<file path="config.mk">
export PLATFORM = sky130hd
export DESIGN_NAME = path_run_sequencer
export DESIGN_NICKNAME = d
export VERILOG_FILES = /design/src/rtl/path_run_sequencer.sv
export SDC_FILE = /design/constraint.sdc
export NUM_CORES = 1
export LEC_CHECK = 0
export CORE_MARGIN = 4
export CORE_UTILIZATION = 56
export DETAILED_ROUTE_END_ITERATION = 6
export PLACE_DENSITY = 0.86
export SYNTH_ARGS = -nofsm -noshare
export SYNTH_HDL_FRONTEND = slang
export SYNTH_SLANG_ARGS = --single-unit
</file>
<file path="constraint.sdc">
create_clock -name clk -period 4.02 [get_ports clk]
set_clock_uncertainty 0.2 [all_clocks]
set_input_delay 0.402 -clock clk [delete_from_list [all_inputs] [get_ports clk]]
set_output_delay 0.402 -clock clk [all_outputs]
set_load 0.005 [all_outputs]
</file>
<file path="src/rtl/path_run_sequencer.sv">
// path_run_sequencer
//   Runs one path-planning pass around data memory. It releases the CPU and
//   waits for cpu_done. It then latches the planned path and hands the nodes
//   one at a time to the motion controller over a valid/ready pair. Last, it
//   holds the data memory in reset until cpu_done drops, so the next run
//   starts clean.
//
// Ports
//   clk         system clock (data memory clock)
//   reset       synchronous, active-high reset
//   start       run request, sampled only while idle
//   cpu_done    data memory cpu_done flag
//   path_flat   path slots, slot 0 in [NODE_W-1:0], slot 1 next, and so on
//   path_len    node count reported by data memory
//   node_ready  motion block accepts the current node
//   node_valid  node_id / node_last are valid
//   node_id     current node
//   node_last   current node is the final node of the path
//   step        index of the node being issued
//   cpu_run     1 = CPU out of reset (cpu_reset = ~cpu_run)
//   mem_clear   drives the data memory reset input
//   busy        sequencer not idle
//   done        one-cycle pulse after a successful run
//   err         sticky error, cleared when a new start is accepted
//
// Build option
//   PATH_SEQ_TIMEOUT_EN: when defined, a watchdog forces the error state. It
//   fires after TIMEOUT_CYC cycles spent waiting in RUN_CPU, or stalled in
//   ISSUE with node_ready low.

module path_run_sequencer #(
    parameter int unsigned MAX_NODES   = 13,
    parameter int unsigned NODE_W      = 8,
    parameter logic [31:0] TIMEOUT_CYC = 32'd50000000
) (
    input  logic                        clk,
    input  logic                        reset,
    input  logic                        start,
    input  logic                        cpu_done,
    input  logic [MAX_NODES*NODE_W-1:0] path_flat,
    input  logic [7:0]                  path_len,
    input  logic                        node_ready,
    output logic                        node_valid,
    output logic [NODE_W-1:0]           node_id,
    output logic                        node_last,
    output logic [7:0]                  step,
    output logic                        cpu_run,
    output logic                        mem_clear,
    output logic                        busy,
    output logic                        done,
    output logic                        err
);

    localparam logic [7:0] MaxLen = 8'(MAX_NODES);

    typedef enum logic [2:0] {
        StIdle,
        StRunCpu,
        StLoad,
        StIssue,
        StClear,
        StError
    } state_e;

    state_e                      state;
    logic [MAX_NODES*NODE_W-1:0] path_q;
    logic [7:0]                  len_q;

    logic [7:0]        next_idx;
    logic [NODE_W-1:0] next_slot;
    logic              next_last;
    logic              handshake;
    logic              wd_expired;

    assign handshake = node_valid & node_ready;

    // Slot to present next: slot 0 when leaving LOAD, step+1 after a handshake.
    always_comb begin
        next_idx  = (state == StIssue) ? step + 8'd1 : 8'd0;
        next_slot = '0;
        for (int i = 0; i < MAX_NODES; i++) begin
            if (next_idx == 8'(i)) begin
                next_slot = path_q[i*NODE_W +: NODE_W];
            end
        end
        next_last = (next_idx == len_q - 8'd1);
    end

`ifdef PATH_SEQ_TIMEOUT_EN
    logic [31:0] wd_cnt;
    logic        wd_run;

    // Counts only while waiting. Leaving the wait (state change or handshake)
    // drops wd_run, which clears the count.
    assign wd_run = ((state == StRunCpu && !cpu_done) ||
                     (state == StIssue && node_valid && !node_ready)) && !wd_expired;
    assign wd_expired = (wd_cnt + 32'd1 == TIMEOUT_CYC);

    always_ff @(posedge clk) begin
        if (reset || !wd_run) begin
            wd_cnt <= '0;
        end else begin
            wd_cnt <= wd_cnt + 32'd1;
        end
    end
`else
    logic unused_timeout;

    assign wd_expired     = 1'b0;
    assign unused_timeout = ^TIMEOUT_CYC;
`endif

    always_ff @(posedge clk) begin
        if (reset) begin
            state      <= StIdle;
            path_q     <= '0;
            len_q      <= '0;
            node_valid <= 1'b0;
            node_id    <= '0;
            node_last  <= 1'b0;
            step       <= '0;
            cpu_run    <= 1'b0;
            mem_clear  <= 1'b0;
            busy       <= 1'b0;
            done       <= 1'b0;
            err        <= 1'b0;
        end else begin
            done <= 1'b0;
            unique case (state)
                StIdle: begin
                    if (start) begin
                        state   <= StRunCpu;
                        cpu_run <= 1'b1;
                        busy    <= 1'b1;
                        err     <= 1'b0;
                    end
                end
                StRunCpu: begin
                    if (cpu_done) begin
                        state   <= StLoad;
                        cpu_run <= 1'b0;
                        path_q  <= path_flat;
                        len_q   <= path_len;
                    end else if (wd_expired) begin
                        state     <= StError;
                        cpu_run   <= 1'b0;
                        err       <= 1'b1;
                        mem_clear <= 1'b1;
                    end
                end
                StLoad: begin
                    if (len_q == 8'd0 || len_q > MaxLen) begin
                        state     <= StError;
                        err       <= 1'b1;
                        mem_clear <= 1'b1;
                    end else begin
                        state      <= StIssue;
                        step       <= 8'd0;
                        node_valid <= 1'b1;
                        node_id    <= next_slot;
                        node_last  <= next_last;
                    end
                end
                StIssue: begin
                    if (handshake) begin
                        if (node_last) begin
                            state      <= StClear;
                            node_valid <= 1'b0;
                            node_last  <= 1'b0;
                            mem_clear  <= 1'b1;
                        end else begin
                            step      <= next_idx;
                            node_id   <= next_slot;
                            node_last <= next_last;
                        end
                    end else if (wd_expired) begin
                        state      <= StError;
                        node_valid <= 1'b0;
                        node_last  <= 1'b0;
                        err        <= 1'b1;
                        mem_clear  <= 1'b1;
                    end
                end
                StClear: begin
                    if (!cpu_done) begin
                        state     <= StIdle;
                        mem_clear <= 1'b0;
                        busy      <= 1'b0;
                        done      <= 1'b1;
                    end
                end
                StError: begin
                    if (!cpu_done) begin
                        state     <= StIdle;
                        mem_clear <= 1'b0;
                        busy      <= 1'b0;
                    end
                end
                default: state <= StIdle;
            endcase
        end
    end

endmodule
</file>
==> results of run 1 <==
[routing by layer]
layer | share of wire | routed length [um] | vias to the layer above | track usage
li1 | - | - | 3279 | -
met1 | 0.43 | 8770 | 3134 | 0.393
met2 | 0.46 | 9330 | 319 | 0.464
met3 | 0.084 | 1720 | 43 | 0.0721
met4 | 0.025 | 511 | 0 | 0.0886
met5 | 0 | 0 | - | 0
[flip-flops by register name, summed over array words and instances (netlist names)]
signal and count:
node_id 8, node_last 1, node_valid 1, done 1
path_q 104, state 3, step 8, err 1
busy 1, mem_clear 1, cpu_run 1, len_q 8
[critical path, stage by stage (launching register included)]
cell and delay, ps:
dfxtp_1 500, ha_1 340, nand3_1 200, o21ai_1 370
nand2_2 250, nor3_1 680, a22oi_1 170, nand3_1 150
a41oi_1 180, o22ai_1 150
[final timing paths]
path / to / depth (start not counted)
worst max register to register: node_id[6]$_SDFFE_PP0P_ / 9
worst max-delay path: node_id[6]$_SDFFE_PP0P_ / 9
worst min-delay path: path_q[103]$_SDFFE_PP0P_ / 2
worst min register to register: path_q[50]$_SDFFE_PP0P_ / 2
[cell type report]
type | count | area share
multi-input combinational | 673 | 0.420
clock inverter | 14 | 0.0216
clock buffer | 17 | 0.0489
tap | 143 | 0.0206
timing repair buffer | 150 | 0.169
sequential | 138 | 0.318
inverter | 6 | 0.00259
[synthesized netlist by cell type (all sizes together), types with 4 or more instances]
cell	instances
clkbuf	50
nand2	271
nand3	23
a221oi	8
a211oi	4
inv	6
a21oi	137
xor2	5
nand4	10
nand2b	9
mux2i	7
xnor2	9
nor2	35
a31oi	6
a222oi	4
nor3	22
buf	12
o21ai	25
dfxtp	138
a22o	7
a22oi	9
nor4	5
or3	13
nor3b	4
and3	4
[report_power, final]
part,switching [W],internal (W)
sequential,0.0000651,0.00144
combinational,0.000203,0.000204
clock,0.000628,0.000990
[kinds of logic (layout without fill, tap and decap cells)]
group | count (synthesis) | after routing | share of synthesized area
and+or+nand+nor | 418 | 418 | 0.292
AOI/OAI and AO/OA | 231 | 231 | 0.213
DFF | 138 | 138 | 0.410
buffers and inverters | 68 | 187 | 0.0489
xor gates and xnor gates | 14 | 14 | 0.0182
muxes | 7 | 7 | 0.0123
adders and majority gates | 3 | 3 | 0.00557
[stage by stage]
step,hold WS [ps],total power [W],util,cells
after floorplan,231,0.00174,-,879
after global placement,243,0.00192,0.696,1110
after detailed placement,249,0.00193,0.696,1110
after CTS,216,0.00353,0.749,1141
after global routing,245,0.00365,0.749,1141
final,224,0.00353,0.749,1141
==> flow_summary_export.csv, run 1 <==
group,metric,value,unit
floorplan,io_pins,140,
route,routed_wirelength,20300,um
floorplan,die_x_extent,118,um
floorplan,standard_cell_row_count,39,
floorplan,floorplan.die_area,0.0138,mm2
cells_and_area,layout-drive-gt1-share,0.0762,
yosys,netlist.top_cell.by_area,"dfxtp_1",
cts,post_cts_setup_inserts,0,
placed_design,pre_cts_slack,832,ps
status,violations,"design-rule violations",
power_and_ir_drop,pwr_density_cell,406,mW/mm2
critical_path,critPathKind,"reg -> reg",
power_and_ir_drop,static-leakage-power,3.02,nW
route,post_drt_via_cell_ratio,5.94,
yosys,mappedNetlistNets,999,
sta,final.setup.worst_slack,752,ps
yosys,synth_seq_area_share,0.410,
route,routedWlPerCell,17.8,um
critical_path,worstReg2RegStart,"step[1]$_SDFFE_PP0P_",
job,maxCapViolCount,0,
cells_and_area,synthToLayoutAreaGrowth,29.2,%
yosys,post-synth-top-area-fraction,0.410,
global_route,largest_net_degree_at_the_start_of_global_routing,113,
yosys,post_synth_num_cell_types,84,
critical_path,r2r_setup_slack,750,ps
cells_and_area,postLayoutCellArea,0.00870,mm2
cts,cts_max_level,4,
critical_path,critical_path_required,4160,ps
cts,cts.clk_slew.worst_paths,60,ps
placed_design,postPlaceCellArea,0.00808,mm2
global_route,grt_first_pass_wirelength,32900,um
yosys,asyncSetResetFlopFracSynth,0,
cells_and_area,most_frequent_standard_cell_in_the_layout_excluding_fill_and_tap_cells,"nand2_1",
route,detail_route.drc_violations,1,
cells_and_area,layout.area.seq,0.00276,mm2
yosys,mean_instance_size_in_the_synthesized_netlist,7.66,um2
cts,tritoncts_buffer_count,17,
critical_path,critical_path.endpoint_type,"register",
cells_and_area,insertedDiodeCount,0,
cells_and_area,nNetsFinal,1106,
cts,ctsHoldBuffers,0,
cts,cts.root.buffer_cell,"clkbuf_16",
cts,clock_tree_from_tritoncts,"built",
route,drt_pre_antenna_iters,7,
global_route,grt_total_usage,0.292,
yosys,synth.cell_area,0.00673,mm2
sta,timing.final.crit_share,0.813,
critical_path,critical_path.startpoint,"step[1]$_SDFFE_PP0P_",
yosys,synth-edff-count,0,
cts,cts_resized,0,
cts,worst_skew_pair.late_latency,420,ps
min_path,hold_path.startpoint,"reset",
route,detailedRoute.firstIterationViolations,651,
sta,layout_min_cycle_time,3270,ps
global_route,antenna_found_initial,0,
critical_path,critical_path.startpoint_type,"register",
power_and_ir_drop,ir_worst_vdd,383,uV
cts,cts_sinks,138,
sta,totalNegativeSetupSlack,0,ps
critical_path,critical_path_peak_fanout,10,
yosys,synthCells,879,
yosys,yosysWarningCount,0,
sta,clock.fmax,306,MHz
route,route.vias.total,6775,
sta,setup_repair_after_global_routing_missed_its_margin,"false",
global_route,globalRouteOverflowTotal,0,
sta,max_slew.worst_pin.slew,1120,ps
critical_path,timing.critical_path.arrival,3410,ps
placed_design,hpwlAfterDp,14600,um
yosys,ys_seq_elements,138,
floorplan,initial_core_util,0.580,
global_route,first_global_vias,6371,
placed_design,gp_congestion,1.02,
yosys,synthTopCellsByArea,"dfxtp_1 41%, nand2_1 15%, a21oi_1 10%, clkbuf_1 2.6%, nor2_1 1.8%",
sta,timing_max_transition_violations_final,0,
status,outcome,"finished, violations left",
floorplan,die-height,118,um
cells_and_area,multi_input_comb_area,0.00365,mm2
route,ant_nets,0,
floorplan,core_area,0.0116,mm2
cells_and_area,most-common-layout-cells,"269 x nand2_1, 138 x dfxtp_1, 138 x clkdlybuf4s50_1, 137 x a21oi_1, 33 x nor2_1",
cts,cts-root-to-sink-buffers,2,
placed_design,number_of_i_o_port_buffers,139,
cells_and_area,fill_cells,883,
yosys,ys.flop_type,"dfxtp_1",
min_path,min_path_type,"in -> reg",
sta,setup-violations-final,0,
sta,worst_rel_slew_slack,0.255,
sta,finalHoldViolCount,0,
Note: power is estimated with default switching activity, not from simulation.
==> inputs of run 2 (changes only) <==
- CORE_UTILIZATION: 56 -> 52
- PLACE_DENSITY: 0.86 -> 0.81
- clock period: 4.02 -> 3.2 ns (I/O delays scaled with it)
==> run 2 against run 1 <==
Against the previous run: the flow now finishes without violations; register-to-register slack got worse by 510 ps; fmax increased by 10%; setup slack got worse by 510 ps; critical path depth decreased by 1; global-route usage decreased by 1.3 points; sequential share of layout area decreased by 0.73 points; final cell count increased by 4.4%; clock power increased by 27%; sequential power increased by 25%; combinational power increased by 30%; first-iteration DRC count decreased by 6.9%; total power increased by 26%; critical endpoint is now node_id[1]$_SDFFE_PP0P_.
==> flow_summary_export.csv, run 2 (synthesized netlist as in run 1, its figures left out) <==
group,metric,value,unit
global_route,grt_first_pass_wirelength,32200,um
global_route,largest_net_degree_at_the_start_of_global_routing,71,
critical_path,critical_path_peak_fanout,12,
min_path,endpoint_of_the_worst_hold_timing_path,"path_q[92]$_SDFFE_PP0P_",
critical_path,timing.critical_path.slowest_stage_cell,"dfxtp_1",
sta,timing.final.crit_share,0.925,
power_and_ir_drop,ir_worst_vdd,427,uV
placed_design,hpwlAfterDp,14900,um
cts,post_cts_setup_inserts,0,
floorplan,die-height,122,um
cells_and_area,most_frequent_standard_cell_in_the_layout_excluding_fill_and_tap_cells,"nand2_1",
power_and_ir_drop,pwr_density_cell,501,mW/mm2
cells_and_area,postLayoutCellArea,0.00890,mm2
sta,worst_rel_slew_slack,0.599,
global_route,globalRouteOverflowTotal,0,
critical_path,timing.critical_path.arrival,3120,ps
global_route,first_global_vias,6290,
cts,worst_skew_pair.late_latency,430,ps
route,routed_wirelength,20600,um
global_route,antenna_found_initial,0,
cts,cts_sinks,138,
sta,timing_max_transition_violations_final,0,
min_path,min_path_type,"in -> reg",
route,detailedRoute.firstIterationViolations,606,
cells_and_area,synthToLayoutAreaGrowth,32.2,%
critical_path,critical_path.endpoint_type,"register",
critical_path,worst-r2r-cell-count,8,
cells_and_area,registers.top_by_ff_count,"path_q",
job,maxCapViolCount,0,
sta,max_slew.worst_pin.slew,602,ps
critical_path,critical_path.startpoint_type,"register",
sta,clock.fmax,338,MHz
cts,clock_tree_from_tritoncts,"built",
placed_design,number_of_i_o_port_buffers,139,
critical_path,critPathBufInv,0,
cells_and_area,most-common-layout-cells,"269 x nand2_1, 138 x dfxtp_1, 138 x clkdlybuf4s50_1, 137 x a21oi_1, 33 x nor2_1",
critical_path,crit_path_max_incr_delay,570,ps
sta,setup_repair_after_global_routing_missed_its_margin,"false",
min_path,whs_path_depth,2,
route,post_drt_via_cell_ratio,5.71,
critical_path,critical_path.cell_chain,"nand3_1 > o21a_1 > or3_4 > nor3_4 > a22oi_1 > a31oi_1 > o21ai_1 > a21oi_1",
cells_and_area,nNetsFinal,1126,
power_and_ir_drop,static-leakage-power,3.12,nW
critical_path,critPathKind,"reg -> reg",
floorplan,io_pins,140,
cells_and_area,layout-drive-gt1-share,0.0952,
critical_path,worstReg2RegStart,"step[5]$_SDFFE_PP0P_",
floorplan,floorplan.die_area,0.0148,mm2
route,routedWlPerCell,17.3,um
status,outcome,"finished clean",
critical_path,r2r_setup_slack,240,ps
global_route,grt_total_usage,0.278,
sta,layout_min_cycle_time,2960,ps
cts,cts.root.buffer_cell,"clkbuf_16",
critical_path,critical_path_required,3360,ps
sta,totalNegativeSetupSlack,0,ps
placed_design,gp_congestion,1.02,
route,drt_pre_antenna_iters,5,
route,ant_nets,0,
cts,cts.clk_slew.worst_paths,60,ps
cts,tritoncts_buffer_count,17,
cts,cts-root-to-sink-buffers,2,
critical_path,endpoint_of_the_lowest_slack_register_to_register_path,"node_id[1]$_SDFFE_PP0P_",
floorplan,standard_cell_row_count,41,
placed_design,postPlaceCellArea,0.00828,mm2
sta,setup-violations-final,0,
cts,ctsHoldBuffers,0,
floorplan,die_x_extent,122,um
floorplan,initial_core_util,0.531,
sta,finalHoldViolCount,0,
route,detail_route.drc_violations,0,
min_path,hold_path.startpoint,"reset",
cells_and_area,flip_flop_count_of_the_largest_register_after_layout,104,
cts,cts_max_level,4,
floorplan,core_area,0.0127,mm2
cells_and_area,insertedDiodeCount,0,
route,route.vias.total,6800,
critical_path,worst_path_top_cell_family_by_delay,"simple AND/OR/NAND/NOR gates",
run 2: worst max-delay path by stage:
stage / from / endpoint / slack [ps] / cells past startpoint
2_1_floorplan: step[1]$_SDFFE_PP0P_ / node_id[2]$_SDFFE_PP0P_ / 410 / 10
5_1_grt: step[0]$_SDFFE_PP0P_ / node_id[0]$_SDFFE_PP0P_ / 100 / 9
3_3_place_gp: step[0]$_SDFFE_PP0P_ / node_id[1]$_SDFFE_PP0P_ / 320 / 9
4_1_cts: step[5]$_SDFFE_PP0P_ / node_id[1]$_SDFFE_PP0P_ / 190 / 8
6_report: step[5]$_SDFFE_PP0P_ / node_id[1]$_SDFFE_PP0P_ / 240 / 8
3_5_place_dp: step[5]$_SDFFE_PP0P_ / node_id[1]$_SDFFE_PP0P_ / 200 / 8
run 2: cell type report:
| type | count | area [um2] |
|---|---|---|
| clock inverters | 14 | 184 |
| well taps | 172 | 215 |
| multi-input cells | 673 | 3650 |
| inverters | 6 | 22.5 |
| fillers | 1072 | 3770 |
| repair buffers | 170 | 1630 |
| clock buffers | 18 | 429 |
| flip-flops and latches | 138 | 2760 |
run 2: worst reg2reg max path, stage by stage, from the launching register on:
cell,delay [ps]
dfxtp_1,570
nand3_1,260
o21a_1,330
or3_4,450
nor3_4,380
a22oi_1,160
a31oi_1,280
o21ai_1,120
a21oi_1,140
run 2: per-stage QoR:
| step | hold WS, ps | setup WS (ps) | instances | total power, W | util |
|---|---|---|---|---|---|
| floorplan | 231 | 405 | 879 | 0.00218 | - |
| global placement | 240 | 321 | 1159 | 0.00243 | 0.654 |
| detailed placement | 248 | 202 | 1159 | 0.00244 | 0.654 |
| CTS | 145 | 186 | 1191 | 0.00448 | 0.702 |
| global route | 167 | 100 | 1191 | 0.00462 | 0.702 |
| finish | 154 | 239 | 1191 | 0.00446 | 0.702 |
run 2: report_power, final:
group | leakage (nW) | switching, W | internal [W]
registers | 1.12 | 0.0000713 | 0.00181
logic | 1.71 | 0.000263 | 0.000266
clock network | 0.286 | 0.000805 | 0.00124
run 2: what timing repair did:
| action | in CTS | in global routing |
|---|---|---|
| hold endpoints to repair | 0 | 0 |
| gates resized for setup | 0 | 1 |
| setup endpoints to repair | 0 | 1 |
run 2: layer usage:
layer | wire, um | track usage | vias up
met5 | 0 | 0 | -
met1 | 8850 | 0.372 | 3152
met3 | 1730 | 0.0812 | 43
li1 | - | - | 3326
met4 | 440 | 0.0833 | 0
met2 | 9570 | 0.438 | 279
==> patch: new RTL, flow settings as in run 2 <==
Put one more register stage on the output `err`. The value now appears one clock later. The other outputs are not delayed to match.
--- a/src/rtl/path_run_sequencer.sv
+++ b/src/rtl/path_run_sequencer.sv
@@ -64,2 +64,4 @@
 
+    logic err_s0;
+
     state_e                      state;
@@ -125,3 +127,3 @@
             done       <= 1'b0;
-            err        <= 1'b0;
+            err_s0     <= 1'b0;
         end else begin
@@ -134,3 +136,3 @@
                         busy    <= 1'b1;
-                        err     <= 1'b0;
+                        err_s0  <= 1'b0;
                     end
@@ -146,3 +148,3 @@
                         cpu_run   <= 1'b0;
-                        err       <= 1'b1;
+                        err_s0    <= 1'b1;
                         mem_clear <= 1'b1;
@@ -153,3 +155,3 @@
                         state     <= StError;
-                        err       <= 1'b1;
+                        err_s0    <= 1'b1;
                         mem_clear <= 1'b1;
@@ -179,3 +181,3 @@
                         node_last  <= 1'b0;
-                        err        <= 1'b1;
+                        err_s0     <= 1'b1;
                         mem_clear  <= 1'b1;
@@ -203,2 +205,6 @@
 
+    always_ff @(posedge clk) begin
+        err <= err_s0;
+    end
+
 endmodule
Behaviour: not the same (Yosys sat finds a counterexample within 4 cycles, from zero or initial values and one cycle with reset high).
==> patch against run 2 <==
Power shrank 3.4%; die area grew 0.28%; cell area shrank 0.46%; cell count is the same; the run now ends with design-rule violations left; wire length shrank 0.55%; sequential cell count grew 1; area after synthesis grew 0.30%; worst setup slack lost 86 ps.
==> patch: results (changes against run 2) <==
<table>
<tr><th>Metric</th><th>Value</th></tr>
<tr><th colspan="2">Outcome</th></tr>
<tr><td>Status</td><td>complete, but fails checks</td></tr>
<tr><td>Failing checks</td><td>design-rule violations</td></tr>
<tr><th colspan="2">Timing</th></tr>
<tr><td>Final Critical Period</td><td>3050 ps (+85.9 ps)</td></tr>
<tr><td>Worst-Margin Slew</td><td>1120 ps (+517 ps)</td></tr>
<tr><th colspan="2">Global routing</th></tr>
<tr><td>Largest net degree at the start of global routing</td><td>113 (+59%)</td></tr>
<tr><td>Vias in the first global route</td><td>6,433 (+2.3%)</td></tr>
<tr><td>Overall fraction of global-route tracks in use</td><td>27.7% (-0.14 points)</td></tr>
<tr><td>Wire length of the first global-routing pass</td><td>32,200 microns (+0.15%)</td></tr>
<tr><th colspan="2">Worst setup path</th></tr>
<tr><td>Critical register-to-register path startpoint</td><td>len_q[0]</td></tr>
<tr><td>Worst Path Max Fanout</td><td>7 (-5)</td></tr>
<tr><td>Delay of the slowest cell on the worst path</td><td>600 ps (+30 ps)</td></tr>
<tr><td>Critical-path cell with the highest stage delay</td><td>sky130_fd_sc_hd__or4b_4</td></tr>
<tr><th colspan="2">Yosys</th></tr>
<tr><td>Most numerous cell types in the synthesized netlist</td><td>sky130_fd_sc_hd__nand2_1 (269), sky130_fd_sc_hd__dfxtp_1 (139), sky130_fd_sc_hd__a21oi_1 (137)</td></tr>
<tr><td>Leading cell types by total area after synthesis</td><td>sky130_fd_sc_hd__dfxtp_1 (41%), sky130_fd_sc_hd__nand2_1 (15%), sky130_fd_sc_hd__a21oi_1 (10%), sky130_fd_sc_hd__clkbuf_1 (2.6%), sky130_fd_sc_hd__nor2_1 (1.8%)</td></tr>
<tr><td>Number of nets in the synthesized netlist</td><td>1,000 (+0.10%)</td></tr>
<tr><th colspan="2">Detailed routing</th></tr>
<tr><td>Vias/cell</td><td>5.70 (-0.13%)</td></tr>
<tr><td>DRT iter0 DRCs</td><td>623 (+2.8%)</td></tr>
<tr><td>Detailed Routing Iterations Pass 1</td><td>7 (+2)</td></tr>
<tr><td>Residual DRC count</td><td>6 (+6)</td></tr>
<tr><td>Average routed wire per standard cell</td><td>17.2 microns (-0.55%)</td></tr>
<tr><th colspan="2">Power and ir drop</th></tr>
<tr><td>Max IR drop VDD</td><td>0.000387 V (-9.5%)</td></tr>
<tr><td>Leak pwr</td><td>3.10 nW (-0.45%)</td></tr>
<tr><td>Design internal power</td><td>3.20 mW (-3.6%)</td></tr>
<tr><td>Total clock network power</td><td>1.89 mW (-8%)</td></tr>
<tr><th colspan="2">Worst hold path</th></tr>
<tr><td>Hold WC Path Type</td><td>reg2reg</td></tr>
<tr><th colspan="2">Layout</th></tr>
<tr><td>Share of final-layout standard cells stronger than drive strength 1</td><td>9.42% (-0.098 points)</td></tr>
<tr><td>Fillers</td><td>1,066 (-0.56%)</td></tr>
<tr><th colspan="2">Placement</th></tr>
<tr><td>Final weighted congestion in routability-driven placement</td><td>0.985 (-3.0%)</td></tr>
<tr><td>HPWL after DPL</td><td>14,900 microns (+0.27%)</td></tr>
</table>
[patch: what timing repair did]
| item | in CTS | in global routing |
|---|---|---|
| gates resized for setup | 0 | 1 |
| endpoints found under the setup margin | 0 | 2 |
| hold buffers | 0 | 0 |
[patch: cells by family (layout without fill, tap and decap cells)]
logic type,count (synthesis),after routing,synth area share (%)
AND/OR/NAND/NOR,418,418,29.1
AO/OA/AOI/OAI,231,231,21.2
flip-flops,139,139,41.2
buffers and inverters,68,207,4.87
XOR/XNOR,14,14,1.82
multiplexers,7,7,1.22
adder cells (fa/ha/maj),3,3,0.556
[patch: critical path: cells and delay by family, from the launching register on]
family                     cells  cell delay (ps)
AOI/OAI and AO/OA              1              310
adders and majority gates      1              250
DFF                            1              430
and+or+nand+nor                7             1620
buffers and inverters          1              100
[patch: through the flow]
step | setup slack [ps] | std cells | power [mW] | instance area, sq um | util [%]
global route | 32.1 | 1191 | 4.46 | 8860 | 69.9
detailed placement | 201 | 1159 | 2.44 | 8280 | 65.4
floorplan | 405 | 880 | 2.20 | 6750 | -
CTS | 201 | 1191 | 4.32 | 8850 | 69.9
global placement | 219 | 1159 | 2.43 | 8280 | 65.4
finish | 153 | 1191 | 4.30 | 8860 | 69.9
[patch: final cells by class]
cell class / instances / area share [%]
multi-input combinational: 673 / 41.2
sequential: 139 / 31.4
timing repair buffer: 169 / 18.2
clock buffer: 20 / 5.15
tap: 172 / 2.43
clock inverter: 12 / 1.30
inverter: 6 / 0.254
[patch: worst paths after layout]
path	depth (start not counted)	slack, ps	endpoint
min	0	170	err
min reg2reg	0	170	err
max	10	150	node_id[3]
max reg2reg	10	150	node_id[3]
[patch: metal layers]
layer	vias up	wire length, microns	track usage [%]
li1	3318	-	-
met1	3173	9020	35.8
met2	257	9460	44.5
met3	43	1470	7.01
met4	0	534	10.8
met5	-	0	0
